`config.mk`:
```
export PLATFORM = sky130hd
export DESIGN_NAME = uart_tx_fifo_ctrl
export DESIGN_NICKNAME = d
export VERILOG_FILES = /design/src/rtl/uart_tx_fifo_ctrl.sv
export SDC_FILE = /design/constraint.sdc
export NUM_CORES = 1
export LEC_CHECK = 0
export ABC_AREA = 1
export BUFFER_PORTS_ARGS = -buffer_cell sky130_fd_sc_hd__buf_2
export CAP_MARGIN = 10
export CELL_PAD_IN_SITES_DETAIL_PLACEMENT = 2
export CELL_PAD_IN_SITES_GLOBAL_PLACEMENT = 2
export CORE_ASPECT_RATIO = 2
export CORE_MARGIN = 1.5
export CORE_UTILIZATION = 40
export CTS_CLUSTER_SIZE = 8
export DETAILED_ROUTE_END_ITERATION = 10
export GPL_TIMING_DRIVEN = 0
export PLACE_DENSITY_LB_ADDON = 0.1
export SLEW_MARGIN = 25
export SYNTH_ARGS = -nofsm -noshare
export SYNTH_HDL_FRONTEND = slang
export SYNTH_SLANG_ARGS = --single-unit
```
`constraint.sdc`:
```
create_clock -name clk -period 2.88 [get_ports clk]
set_input_delay 0 -clock clk [delete_from_list [all_inputs] [get_ports clk]]
set_output_delay 0 -clock clk [all_outputs]
set_load 0.005 [all_outputs]
```
`src/rtl/uart_tx_fifo_ctrl.sv`:
```
// uart_tx_fifo_ctrl: byte FIFO plus a two-state sequencer that feeds a UART
// transmitter through a level-enable / done-pulse handshake. Bit timing lives
// entirely in the transmitter; this block only decides which byte goes next.
//
// state | meaning
// ------+-----------------------------------------------------------------
// IDLE  | no byte handed out; pops the FIFO head as soon as it is non-empty
// SEND  | tx_en_sig held high, tx_data held, waiting for tx_done
module uart_tx_fifo_ctrl #(
   parameter int DEPTH = 16,
   parameter int AW    = 4
) (
   input  logic          clk,
   input  logic          rst,
   input  logic          wr_en,
   input  logic [7:0]    wr_data,
   output logic          full,
   output logic          empty,
   output logic [AW:0]   count,
   output logic          overflow,
   output logic          busy,
   output logic          tx_en_sig,
   output logic [7:0]    tx_data,
   input  logic          tx_done
);

   typedef enum logic {IDLE, SEND} state_t;

   state_t        state;
   logic [7:0]    mem [DEPTH];
   logic [AW:0]   wr_ptr;
   logic [AW:0]   rd_ptr;
   logic          push;
   logic          pop;

   // Flags come straight from the registered pointers; the top pointer bit is
   // the wrap flag that tells full apart from empty when addresses match.
   assign empty = (wr_ptr == rd_ptr);
   assign full  = (wr_ptr[AW-1:0] == rd_ptr[AW-1:0]) && (wr_ptr[AW] != rd_ptr[AW]);
   assign count = wr_ptr - rd_ptr;
   assign busy  = (state == SEND);

   // A full FIFO rejects the push even if a pop lands on the same edge, and a
   // pop needs data present before the edge, so neither depends on the other.
   assign push = wr_en && !full;
   assign pop  = (state == IDLE) && !empty;

   // Storage array; left uninitialised on reset, pointers alone define content.
   always_ff @(posedge clk) begin
      if (push) begin
         mem[wr_ptr[AW-1:0]] <= wr_data;
      end
   end

   // Write pointer and the one-cycle overflow flag for dropped bytes.
   always_ff @(posedge clk) begin
      if (rst) begin
         wr_ptr   <= '0;
         overflow <= 1'b0;
      end else begin
         overflow <= wr_en && full;
         if (push) begin
            wr_ptr <= wr_ptr + 1'b1;
         end
      end
   end

   // Sequencer: pop one byte into tx_data, hold enable until the frame ends.
   // Enable drops on the edge that sees tx_done, which guarantees at least one
   // low cycle before the next byte so the transmitter rewinds cleanly.
   always_ff @(posedge clk) begin
      if (rst) begin
         state     <= IDLE;
         rd_ptr    <= '0;
         tx_en_sig <= 1'b0;
         tx_data   <= 8'h00;
      end else begin
         case (state)
            IDLE: begin
               if (pop) begin
                  tx_data   <= mem[rd_ptr[AW-1:0]];
                  rd_ptr    <= rd_ptr + 1'b1;
                  tx_en_sig <= 1'b1;
                  state     <= SEND;
               end
            end
            SEND: begin
               if (tx_done) begin
                  tx_en_sig <= 1'b0;
                  state     <= IDLE;
               end
            end
            default: begin
               state     <= IDLE;
               tx_en_sig <= 1'b0;
            end
         endcase
      end
   end

endmodule
```
==> results.toml <==
[status]
outcome = "completed"

[power]
total_leakage_power_nw = 3.31
powerDensity_mw_per_mm2 = 860
switchingPower_mw = 2.43
seqPwrFrac_pct = 36.4
switching_share_pct = 35.4
p_int_mw = 4.43
ir_drop_mv = 0.514
p_clk_share_pct = 33.8
finalPower_mw = 6.86
combPwrFrac_pct = 29.8

[route]
drtAntennaViolNets = 0
wl_um = 22300
remaining_drc_errors = 0
firstDrtPassIters = 4
vias = 4934
drt-initial-drc-count = 238
wire_per_inst_um = 24.0
routed_via_density = 5.32

[clock_network]
cts_root_buf = "clkbuf_16"
cts_buffer_depth = 2
htreeDepth = 4
cts.sinks = 149
clk_latency_ps = 440
cts_made_buffers = 17
path_clk_slew_ps = 60
cts_tree = "done"

[timing]
relSlewSlack_pct = 52.9
setup_viol = 0
fin_ws_ps = 83.8
hold_violations = 0
clock.fmax_ghz = 0.358
setup_tns_ps = 0
tightest_slew_ps = 703
fin_crit_sh_pct = 97.1
fin_crit_ps = 2800
whs_ps = 27.6
fin_skew_ps = 12.5
slew_violations = 0

[critical_path]
crit_required_ps = 3080
worst_setup_path_end_kind = "flop"
path_max_fanout = 11
cp-start-kind = "flop"
critPathKind = "flop to flop"
critPathArrivalTime_ps = 2990

[logic_synthesis]
ys_seq_elements = 149
synth_nets = 667
ys_seq_area_share_pct = 65.5
synth_cells = 645
synth_cell_types = 24
ys_warn_count = 0
netlist_area_mm2 = 0.00651
avgSynthCellArea_um2 = 10.1

[grt]
grt_util_met1_pct = 29.5
grt_max_degree = 17
grt_pass1_wl_um = 33400
grt_pass1_vias = 5596
overflow = 0
grt.total_usage_pct = 27.7
antenna_found_initial = 0
met2_usage_pct = 50.7
met3_usage_pct = 4.15
top_usage_layer = "met2"

[floorplan]
die_w_um = 93.2
placementRows = 65
core_area_mm2 = 0.0159
design.die.area_mm2 = 0.0171
die_h_um = 183
start_util_pct = 41.0
pin_count = 30

[flow_run]
cap_violations = 0

[cells_and_area]
num-nets-final = 736
stdcell_area_mm2 = 0.00797
syn_to_final_growth_pct = 22.5
drive_above_1_share_pct = 17.9
fin_util_pct = 50.3
diodes = 0
layout.cells.non_filler = 928

[placed_design]
dp_hpwl_um = 14200
placed_area_mm2 = 0.00691
port_buffers = 29
gp_congestion = 0.763
place_inst = 875
place_ws_ps = -446

[worst_hold_path]
min_path_type = "primary input to flop"
logic make-up after synthesis:
| logic type | synth area share [%] |
|---|---|
| AND/OR/NAND/NOR | 20.1 |
| flip-flops | 65.5 |
| buffers and inverters | 8.04 |
| AO/OA/AOI/OAI | 3.33 |
| adder cells (fa/ha/maj) | 2.04 |
| XOR/XNOR | 0.942 |
power by group through the flow:
| stage | Sequential (mW) | Clock [mW] | Combinational, mW |
|---|---|---|---|
| final | 2.50 | 2.32 | 2.04 |
| after global routing | 2.51 | 2.42 | 2.22 |
| after CTS | 2.50 | 2.33 | 2.00 |
| after detailed placement | 2.54 | 0 | 1.92 |
| after global placement | 2.54 | 0 | 1.83 |
| after floorplan | 2.53 | 0 | 1.12 |
sequential cells by signal (all words and copies together) (netlist names):
register,cells
overflow,1
busy,1
mem,128
tx_en_sig,1
wr_ptr,5
tx_data,8
rd_ptr,5
placed cells by master, fill, tap and decap left out, types with 13 or more instances in the layout:
cell type  instances
dfxtp_1           21
inv_1             94
clkbuf_16         17
o21ai_0           13
edfxtp_1         128
nor2_4            15
nand2_1          178
buf_2             44
nand3_1           93
a21oi_1           27
routing by layer:
metal	share of wire, %	wire length, µm
met5	0	0
met4	5.0	1120
met3	3.5	784
met2	55	12300
met1	36	8130
cell type report:
type / count / area, µm²
inverter: 100 / 379
sequential: 149 / 4260
clock buffer: 20 / 457
fill: 1673 / 7890
timing repair buffer: 51 / 435
multi-input combinational: 369 / 1890
buffer: 26 / 146
tap: 201 / 251
clock inverter: 12 / 154
Yosys cell counts, drive strengths merged:
| master | count | area (µm²) |
|---|---|---|
| a21oi | 28 | 144 |
| o211ai | 1 | 7.51 |
| nand3 | 95 | 485 |
| buf | 21 | 125 |
| xor2 | 7 | 61.3 |
| nand2 | 186 | 713 |
| clkinv | 1 | 3.75 |
| dfxtp | 21 | 420 |
| clkbuf | 6 | 22.5 |
| fa | 1 | 20.0 |
| nor3 | 1 | 5.00 |
| edfxtp | 128 | 3840 |
| ha | 9 | 113 |
| inv | 99 | 372 |
| nor2 | 28 | 108 |
| o21ai | 13 | 65.1 |
what timing repair did:
item                       4_1_cts  5_1_grt
hold buffers                     5        0
pin swaps                        8        1
cloned                           0        0
buffers inserted                10        7
setup endpoints to repair      120      120
gates resized for setup         31       12
hold endpoints to repair        29        0
worst paths after layout:
| check | startpoint | endpoint | slack (ps) | depth (start not counted) |
|---|---|---|---|---|
| setup reg to reg | rd_ptr[1] | mem[8][7] | 80 | 13 |
| setup / recovery | rd_ptr[1] | mem[8][7] | 80 | 13 |
| hold / removal | wr_data[5] | mem[0][5] | 30 | 1 |
| hold reg to reg | rd_ptr[4] | rd_ptr[4] | 510 | 2 |
critical path, cell delays in order (launching register included):
cell	delay (ps)
dfxtp_1	340
buf_2	210
inv_2	130
buf_4	210
ha_1	320
nand2_1	70
nor2_2	180
nand3_1	190
nand2_4	180
clkinvlp_4	170
buf_4	190
nand2_8	100
nor2_4	70
buf_12	170
(Power assumes the default switching activity.)
